`src/rtl/muldiv_pkg.sv`:
```
// rtl/muldiv_pkg.sv - shared constants, op encodings and state type for the multiply/divide unit
package muldiv_pkg;

    localparam int XLEN  = 32;
    localparam int ITERS = 32;

    // Counter value seen on the last CALC edge
    localparam logic [4:0] LAST_ITER = 5'(ITERS - 1);

    localparam logic [1:0] MD_MULT  = 2'b00;
    localparam logic [1:0] MD_MULTU = 2'b01;
    localparam logic [1:0] MD_DIV   = 2'b10;
    localparam logic [1:0] MD_DIVU  = 2'b11;

    typedef enum logic [1:0] {
        IDLE = 2'd0,
        CALC = 2'd1,
        FIX  = 2'd2
    } md_state_t;

    // Magnitude of a two's-complement word; 0x80000000 maps to itself,
    // which read as unsigned is the correct magnitude 2^31.
    function automatic logic [XLEN-1:0] abs_val(input logic [XLEN-1:0] v);
        return v[XLEN-1] ? -v : v;
    endfunction

endpackage

```
`src/rtl/muldiv_step.sv`:
```
// rtl/muldiv_step.sv - one shift-add or restoring-divide iteration on a 64-bit accumulator
module muldiv_step
    import muldiv_pkg::*;
(
    input  logic [2*XLEN-1:0] acc,
    input  logic [XLEN-1:0]   operand,
    input  logic              div_mode,
    output logic [2*XLEN-1:0] acc_next
);

    logic [XLEN:0] src;
    logic [XLEN:0] addend;
    logic          cin;
    logic [XLEN:0] sum;
    logic          borrow;

    // Shared 33-bit adder: multiply adds the multiplicand to the high word,
    // divide subtracts the divisor from the left-shifted partial remainder.
    always_comb begin
        if (div_mode) begin
            src    = acc[2*XLEN-1:XLEN-1];
            addend = ~{1'b0, operand};
            cin    = 1'b1;
        end else begin
            src    = {1'b0, acc[2*XLEN-1:XLEN]};
            addend = {1'b0, operand};
            cin    = 1'b0;
        end
        sum = src + addend + {{XLEN{1'b0}}, cin};
    end

    // Select the shifted accumulator; in divide mode the low word collects quotient bits.
    // A set top bit in the shifted remainder already exceeds any 32-bit divisor,
    // so only a wrap with that bit clear is a real borrow.
    always_comb begin
        borrow   = 1'b0;
        acc_next = acc;
        if (div_mode) begin
            borrow = ~src[XLEN] & sum[XLEN];
            if (borrow) begin
                acc_next = {src[XLEN-1:0], acc[XLEN-2:0], 1'b0};
            end else begin
                acc_next = {sum[XLEN-1:0], acc[XLEN-2:0], 1'b1};
            end
        end else if (acc[0]) begin
            acc_next = {sum, acc[XLEN-1:1]};
        end else begin
            acc_next = {1'b0, acc[2*XLEN-1:1]};
        end
    end

endmodule

```
`src/rtl/muldiv_unit.sv`:
```
// rtl/muldiv_unit.sv - iterative MULT/MULTU/DIV/DIVU into HI/LO; MTHI/MTLO ports under MULDIV_MTHILO_EN
module muldiv_unit
    import muldiv_pkg::*;
(
    input  logic            clk,
    input  logic            rst_n,
    input  logic            start,
    input  logic [1:0]      op,
    input  logic [XLEN-1:0] a,
    input  logic [XLEN-1:0] b,
`ifdef MULDIV_MTHILO_EN
    input  logic            wr_hi,
    input  logic            wr_lo,
    input  logic [XLEN-1:0] wr_data,
`endif
    output logic            busy,
    output logic            done,
    output logic [XLEN-1:0] hi,
    output logic [XLEN-1:0] lo
);

    md_state_t         state_q;
    md_state_t         state_d;
    logic [4:0]        cnt_q;
    logic [1:0]        op_q;
    logic [2*XLEN-1:0] acc_q;
    logic [2*XLEN-1:0] acc_next;
    logic [XLEN-1:0]   opnd_q;
    logic              sign_pq_q;
    logic              sign_r_q;
    logic              dz_q;
    logic [XLEN-1:0]   hi_q;
    logic [XLEN-1:0]   lo_q;
    logic              done_q;

    logic              wr_any;
    logic              load_en;
    logic              fix_en;
    logic              in_signed;
    logic              in_div;
    logic [XLEN-1:0]   a_in;
    logic [XLEN-1:0]   b_in;
    logic              run_div;
    logic [2*XLEN-1:0] prod;
    logic [XLEN-1:0]   quo;
    logic [XLEN-1:0]   rem;
    logic [XLEN-1:0]   fix_hi;
    logic [XLEN-1:0]   fix_lo;

`ifdef MULDIV_MTHILO_EN
    assign wr_any = wr_hi | wr_lo;
`else
    assign wr_any = 1'b0;
`endif

    // FSM state register
    always_ff @(posedge clk or negedge rst_n) begin
        if (!rst_n) begin
            state_q <= IDLE;
        end else begin
            state_q <= state_d;
        end
    end

    // FSM next-state: a register write in IDLE swallows a simultaneous start
    always_comb begin
        state_d = state_q;
        case (state_q)
            IDLE:    if (start && !wr_any) state_d = CALC;
            CALC:    if (cnt_q == LAST_ITER) state_d = FIX;
            FIX:     state_d = IDLE;
            default: state_d = IDLE;
        endcase
    end

    // FSM outputs: busy covers CALC and FIX
    always_comb begin
        busy    = (state_q != IDLE);
        load_en = (state_q == IDLE) && start && !wr_any;
        fix_en  = (state_q == FIX);
    end

    // Operand conditioning for capture: signed ops run on magnitudes
    always_comb begin
        in_signed = (op == MD_MULT) || (op == MD_DIV);
        in_div    = (op == MD_DIV) || (op == MD_DIVU);
        a_in      = in_signed ? abs_val(a) : a;
        b_in      = in_signed ? abs_val(b) : b;
        run_div   = (op_q == MD_DIV) || (op_q == MD_DIVU);
    end

    muldiv_step u_step (
        .acc      (acc_q),
        .operand  (opnd_q),
        .div_mode (run_div),
        .acc_next (acc_next)
    );

    // Sign fix-up of the unsigned result; a zero divisor keeps the all-ones quotient
    always_comb begin
        prod = sign_pq_q ? -acc_q : acc_q;
        quo  = acc_q[XLEN-1:0];
        rem  = acc_q[2*XLEN-1:XLEN];
        if (sign_pq_q && !dz_q) begin
            quo = -acc_q[XLEN-1:0];
        end
        if (sign_r_q) begin
            rem = -acc_q[2*XLEN-1:XLEN];
        end
        if (run_div) begin
            fix_hi = rem;
            fix_lo = quo;
        end else begin
            fix_hi = prod[2*XLEN-1:XLEN];
            fix_lo = prod[XLEN-1:0];
        end
    end

    // Datapath: operand capture, iteration, and HI/LO update
    always_ff @(posedge clk or negedge rst_n) begin
        if (!rst_n) begin
            cnt_q     <= '0;
            op_q      <= '0;
            acc_q     <= '0;
            opnd_q    <= '0;
            sign_pq_q <= 1'b0;
            sign_r_q  <= 1'b0;
            dz_q      <= 1'b0;
            hi_q      <= '0;
            lo_q      <= '0;
            done_q    <= 1'b0;
        end else begin
            done_q <= fix_en;
            if (load_en) begin
                op_q      <= op;
                cnt_q     <= '0;
                acc_q     <= {{XLEN{1'b0}}, (in_div ? a_in : b_in)};
                opnd_q    <= in_div ? b_in : a_in;
                sign_pq_q <= in_signed & (a[XLEN-1] ^ b[XLEN-1]);
                sign_r_q  <= in_signed & a[XLEN-1];
                dz_q      <= (b == '0);
            end else if (state_q == CALC) begin
                acc_q <= acc_next;
                cnt_q <= cnt_q + 5'd1;
            end

            if (fix_en) begin
                hi_q <= fix_hi;
                lo_q <= fix_lo;
            end
`ifdef MULDIV_MTHILO_EN
            else if (state_q == IDLE) begin
                if (wr_hi) hi_q <= wr_data;
                if (wr_lo) lo_q <= wr_data;
            end
`endif
        end
    end

    assign done = done_q;
    assign hi   = hi_q;
    assign lo   = lo_q;

endmodule

```
`config.mk`:
```
export PLATFORM = sky130hd
export DESIGN_NAME = muldiv_unit
export DESIGN_NICKNAME = d
export VERILOG_FILES = /design/src/rtl/muldiv_pkg.sv /design/src/rtl/muldiv_step.sv /design/src/rtl/muldiv_unit.sv
export SDC_FILE = /design/constraint.sdc
export NUM_CORES = 1
export LEC_CHECK = 0
export BUFFER_PORTS_ARGS = -buffer_cell sky130_fd_sc_hd__buf_4
export CORE_AREA = 2 2 156 158
export DETAILED_ROUTE_END_ITERATION = 6
export DIE_AREA = 0 0 158 160
export PLACE_DENSITY = 0.79
export SKIP_CTS_REPAIR_TIMING = 1
export SYNTH_ARGS = -nofsm -noshare
export SYNTH_HDL_FRONTEND = slang
export SYNTH_SLANG_ARGS = --single-unit
export TNS_END_PERCENT = 20
```
`constraint.sdc`:
```
create_clock -name clk -period 6.35 [get_ports clk]
set_clock_uncertainty 0.15 [all_clocks]
set_input_delay 0.3175 -clock clk [delete_from_list [all_inputs] [get_ports clk]]
set_output_delay 0.3175 -clock clk [all_outputs]
set_load 0.005 [all_outputs]
```
# Yosys cells after proc, flatten, opt, wreduce, memory -nomap -nowiden
# Cells that the tools add are included.
dict set report totals {
  ff_bits 173
  output_inout_bits 66
  wordCells 70
}
dict set report classes {
  add_sub_neg 8
  eq_ne 9
  n_mux 24
  bitwise 6
  n_reduce_logical 12
}
# operator n
set op_table {}
lappend op_table {{64-bit two-way mux} 6}
lappend op_table {{32-bit two-way mux} 10}
lappend op_table {{32-bit negation} 4}
lappend op_table {{33-bit two-way mux} 2}
lappend op_table {{64-bit negation} 1}
lappend op_table {{33-bit by 1-bit adder with 33-bit output} 1}
lappend op_table {{33-bit adder} 1}
lappend op_table {{32-bit inverter with 33-bit output} 1}
lappend op_table {{32-bit zero test} 1}
lappend op_table {{2-bit == test (second input constant)} 5}
lappend op_table {{5-bit two-way mux} 2}
lappend op_table {{5-bit by 1-bit adder with 5-bit output (second input constant)} 1}
lappend op_table {{5-bit == test (second input constant)} 1}
lappend op_table {{2-bit zero test} 2}
lappend op_table {{2-bit two-way mux} 2}
lappend op_table {{2-bit inequality test (second input constant)} 2}
lappend op_table {{2-bit one-hot mux with 2 select lines} 1}
lappend op_table {{2-bit nonzero test} 2}
lappend op_table {{1-bit AND} 3}
lappend op_table {{1-bit logical OR} 3}
lappend op_table {{2-bit by 1-bit == test with 1-bit output (second input constant)} 1}
lappend op_table {{1-bit logical AND} 2}
lappend op_table {{2-bit AND reduction} 1}
lappend op_table {{1-bit zero test} 1}
lappend op_table {{3 further kinds} 3}

# Longest topological paths before layout
dict set report depth {
  word_depth 10
  ltp_mapped 18
  mapped_depth_nobuf 12
}

# Hierarchy
# Synthesis repeated with hierarchy kept, for this count alone.
dict set report hier_totals {
  hier_cells 1832
  hier_area_um2 14782.9
}
# module n_inst cells_per_inst area_per_inst_um2
set by_module_without_submodules {}
lappend by_module_without_submodules {muldiv_unit 1 1272 10707.8}
lappend by_module_without_submodules {muldiv_step 1 560 4075.2}

# Worst setup path before layout
# No wires, ideal clock.
dict set report synth_path {
  kind {flip-flop to flip-flop}
  startpoint {register op_q[1]}
  endpoint {register acc_q[49]}
  setup_ps 126
  t_arrival_ps 4260
  required_time_ps 6074
  path_slack_ps 1814
  stages_incl_launch_ff 18
  synth_period_minus_slack_ps 4536
  path_cell_list {dfrtp_1 clkbuf_1 clkbuf_1 buf_1 clkbuf_1 xor2_1 ha_1 buf_6 a21o_1 a2111o_1 o311ai_2 o311ai_2 a211o_1 buf_2 buf_6 nand3_1 a21oi_1 a221o_1}
}
dict set report synth_between {
  elab_chain_cells 10
  elab_cells_between_ends 15
}
# item line_no
set synth_lines {}
lappend synth_lines {{start: declaration} muldiv_unit.sv:25} ;# logic [1:0] op_q;
lappend synth_lines {{start signal: assignment} muldiv_unit.sv:135} ;# op_q <= op;
lappend synth_lines {{2-bit == test} muldiv_unit.sv:89} ;# run_div = (op_q == MD_DIV) || (op_q == MD_DIVU);
lappend synth_lines {{1-bit logical OR *} muldiv_unit.sv:89}
lappend synth_lines {{33-bit two-way mux} muldiv_step.sv:20} ;# if (div_mode) begin
lappend synth_lines {{33-bit adder} muldiv_step.sv:29} ;# sum = src + addend + {{XLEN{1'b0}}, cin};
lappend synth_lines {{33-bit by 1-bit adder with 33-bit output} muldiv_step.sv:29}
lappend synth_lines {{1-bit AND} muldiv_step.sv:39} ;# borrow = ~src[XLEN] & sum[XLEN];
lappend synth_lines {{64-bit two-way mux} muldiv_step.sv:40} ;# if (borrow) begin
lappend synth_lines {{64-bit two-way mux *} muldiv_step.sv:38} ;# if (div_mode) begin
lappend synth_lines {{64-bit two-way mux *} muldiv_unit.sv:142} ;# end else if (state_q == CALC) begin
lappend synth_lines {{64-bit two-way mux *} muldiv_unit.sv:134} ;# if (load_en) begin
lappend synth_lines {{end signal: assignment} muldiv_unit.sv:137} ;# acc_q <= {{XLEN{1'b0}}, (in_div ? a_in : b_in)};
lappend synth_lines {{end signal: assignment} muldiv_unit.sv:143} ;# acc_q <= acc_next;
lappend synth_lines {{end: declaration} muldiv_unit.sv:26} ;# logic [2*XLEN-1:0] acc_q;
# Every way passes the cells marked *; elsewhere a longest branch is shown, timed or not. The select of a mux whose other input is x is not followed.
# A chain may end at the register's enable or synchronous reset.

# Worst setup path after layout
dict set report layout_path {
  startpoint {register op_q[1]}
  endpoint {register acc_q[55]}
}
# Same word-level chain as after synthesis.

==> impl_results.md <==
* Crit path arrival time at 5.38 ns
* Post-DP HPWL at 30900 µm
* Slew @ Worst Pin at 1.18 ns
* Worst setup EP type: flop
* Via count of the first global-routing pass at around 12000
* Pin count of the biggest net entering global routing at between 100 and 150
* Setup CP Type: reg -> reg
* Initial antenna violation count at 0
* Slew headroom at 0.212
* Post-Syn Area at between 10000 and 15000 µm²
* Die height at 160 µm
* Post-synth ARST share at 1.00
* FF+latch area at ~4300 µm²
* CP Launch Type: flop
* Site Rows at 57
* Yosys warning count at 0
* Post-Route WL at roughly 41000 µm
* Req. time, crit path at 6.52 ns
* RSZ-0062 raised after global routing: no
* Port buffer count at 134
* DRT Pass-1 Iters at 7
* Cell variety after synth at 76
* Net count after synthesis at 1830
* Total grt overflow at 0
* Clock Root Buffer: clkbuf_16
* Total track usage at 0.325
* Most common cell after layout, fill and taps aside: nand2_1
* Yosys reg bits at 172
* Violated checks: design-rule violations
* Largest area contributor in the netlist: dfrtp_1
* Max Clock Freq at 192 MHz
* Clk_lat worst skew at 0.44 ns
* Die area at 25300 µm²
* Max Cap Viol at 0
* First-pass GRT wire length at 64300 µm
* Worst hold path type: in -> reg
* Iteration-0 DRC Markers at approximately 1700
* Final period util at 0.819
* Area contributors post-synth: dfrtp_1 (31%), nand2_1 (7.3%), o21ai_0 (6.7%)
* Critical-path maximum fanout at 65
* Commonest cells after routing, fill and taps aside: nand2_1 (266), o21ai_0 (184), dfrtp_1 (171)
* Wire per inst at between 15 and 20 µm
* H-tree levels at 4
* Layout cells sized above 1 at 0.137
* Fillers at about 2100
* Core area at roughly 24000 µm²
* Area Overhead vs Synth at 12.0%
* Initial core utilization at 0.576
* Worst-path clk slew at 0.08 ns
* Final slew viol count at 0
* Sum Neg Setup Slack at 0 ns
* TritonCTS clock tree: built
* Final Hold Viols at 0
* Worst Hold Margin at 0.0536 ns
* Fin nets at 1865
* Die W at 158 µm
* Multi-input logic area at roughly 8800 µm²
* Clock Tree Buf Depth at 2
* Top-area cell type share of the netlist area at 0.314
* RD Place Congestion at 0.976
* Cells after Synth at around 1700
* Main synth FF type: dfrtp_1
* Number of synthesized flops with an enable pin at 0
* CTS Buf Count at 17
* Outcome: finished with violations
* Minimum clock period at 5.20 ns
* CTS sink cnt at around 170
* DRC Markers at 1
* Routed Antenna Nets at 0
* Total number of vias at between 10000 and 15000
* Syn avg cell area at ~8.0 µm²
* IO Pins at 135
* Vias per cell at 6.32
* N_diodes at 0
* Setup violators final at 0
* Sequential area share after synthesis at 0.314
==> through the flow <==
step,area [µm²],util,setup slack (ns),std cells
after floorplan,13700,-,1.81,1723
after global placement,14700,0.618,1.42,2060
after detailed placement,14700,0.618,1.31,2060
after CTS,15300,0.644,1.30,2092
after global routing,15400,0.645,0.931,2095
final,15400,0.645,1.15,2095
==> synth_stat cells, types with 4 or more instances <==
| master | count |
|---|---|
| a211o_1 | 5 |
| a211oi_1 | 15 |
| a21o_1 | 9 |
| a21oi_1 | 125 |
| a221o_1 | 6 |
| a22o_1 | 6 |
| a311oi_1 | 8 |
| a31o_2 | 4 |
| a31oi_1 | 18 |
| a32o_1 | 5 |
| and2_1 | 10 |
| and3_1 | 7 |
| and4_1 | 4 |
| buf_1 | 11 |
| buf_2 | 5 |
| clkbuf_1 | 117 |
| dfrtp_1 | 172 |
| ha_1 | 37 |
| inv_1 | 27 |
| mux2_2 | 32 |
| mux2i_1 | 40 |
| nand2_1 | 267 |
| nand2b_1 | 12 |
| nand3_1 | 29 |
| nand4_1 | 11 |
| nor2_1 | 113 |
| nor2b_1 | 17 |
| nor3_1 | 36 |
| nor4_1 | 12 |
| o211ai_1 | 41 |
| o21a_1 | 6 |
| o21ai_0 | 184 |
| o21ai_1 | 9 |
| o221ai_1 | 23 |
| o31ai_1 | 18 |
| o41ai_1 | 9 |
| or3_1 | 21 |
| or4_1 | 10 |
| xnor2_1 | 70 |
| xor2_1 | 105 |
==> final cells by class <==
type	instances	area share
clock buffer	17	0.0277
clock inverter	15	0.0116
inverter	28	0.00684
multi-input combinational	1386	0.572
sequential	172	0.280
tap	324	0.0264
timing repair buffer	153	0.0755
==> routing by layer <==
| layer | wire length [µm] | global-route usage | part of all wire |
|---|---|---|---|
| met5 | 0 | 0 | 0 |
| met4 | 1190 | 0.0995 | 0.029 |
| met1 | 18400 | 0.482 | 0.45 |
| met2 | 17400 | 0.461 | 0.42 |
| met3 | 4210 | 0.0855 | 0.10 |
==> logic make-up after synthesis <==
kind of cell | after synthesis | share of synthesized area
AO/OA/AOI/OAI | 531 | 0.246
multiplexers | 73 | 0.0563
buffers and inverters | 165 | 0.0472
XOR/XNOR | 175 | 0.112
flip-flops | 172 | 0.314
AND/OR/NAND/NOR | 569 | 0.190
adder cells (fa/ha/maj) | 38 | 0.0352
==> critical path: stages, from the launching register on <==
cell	delay (ns)
dfrtp_4	0.97
buf_4	0.44
mux2_2	0.39
ha_1	0.43
nand2_1	0.16
nor4_1	0.40
inv_1	0.08
o21ai_1	0.55
a211o_1	0.78
mux2_1	0.39
a221o_1	0.33
==> registers in the layout (all words and copies together), names as in the netlist <==
signal / count
sign_pq_q: 1
sign_r_q: 1
done: 1
state_q: 2
opnd_q: 32
dz_q: 1
cnt_q: 5
lo: 32
hi: 32
acc_q: 64
op_q: 1
==> final timing paths <==
kind	from	to	slack, ns	cells after the start
min in group asynchronous	rst_n	opnd_q[22]	0.34	2
worst max register to register	op_q[1]	acc_q[55]	1.15	10
worst min register to register	lo[7]	lo[7]	0.33	2
max in group asynchronous	rst_n	acc_q[3]	4.49	3
worst min-delay path	a[31]	sign_pq_q	0.05	3
worst max-delay path	op_q[1]	acc_q[55]	1.15	10
Power is left out: the tool's default activity adds up to more than one toggle a clock period on the data nets, which glitch-free logic cannot reach.
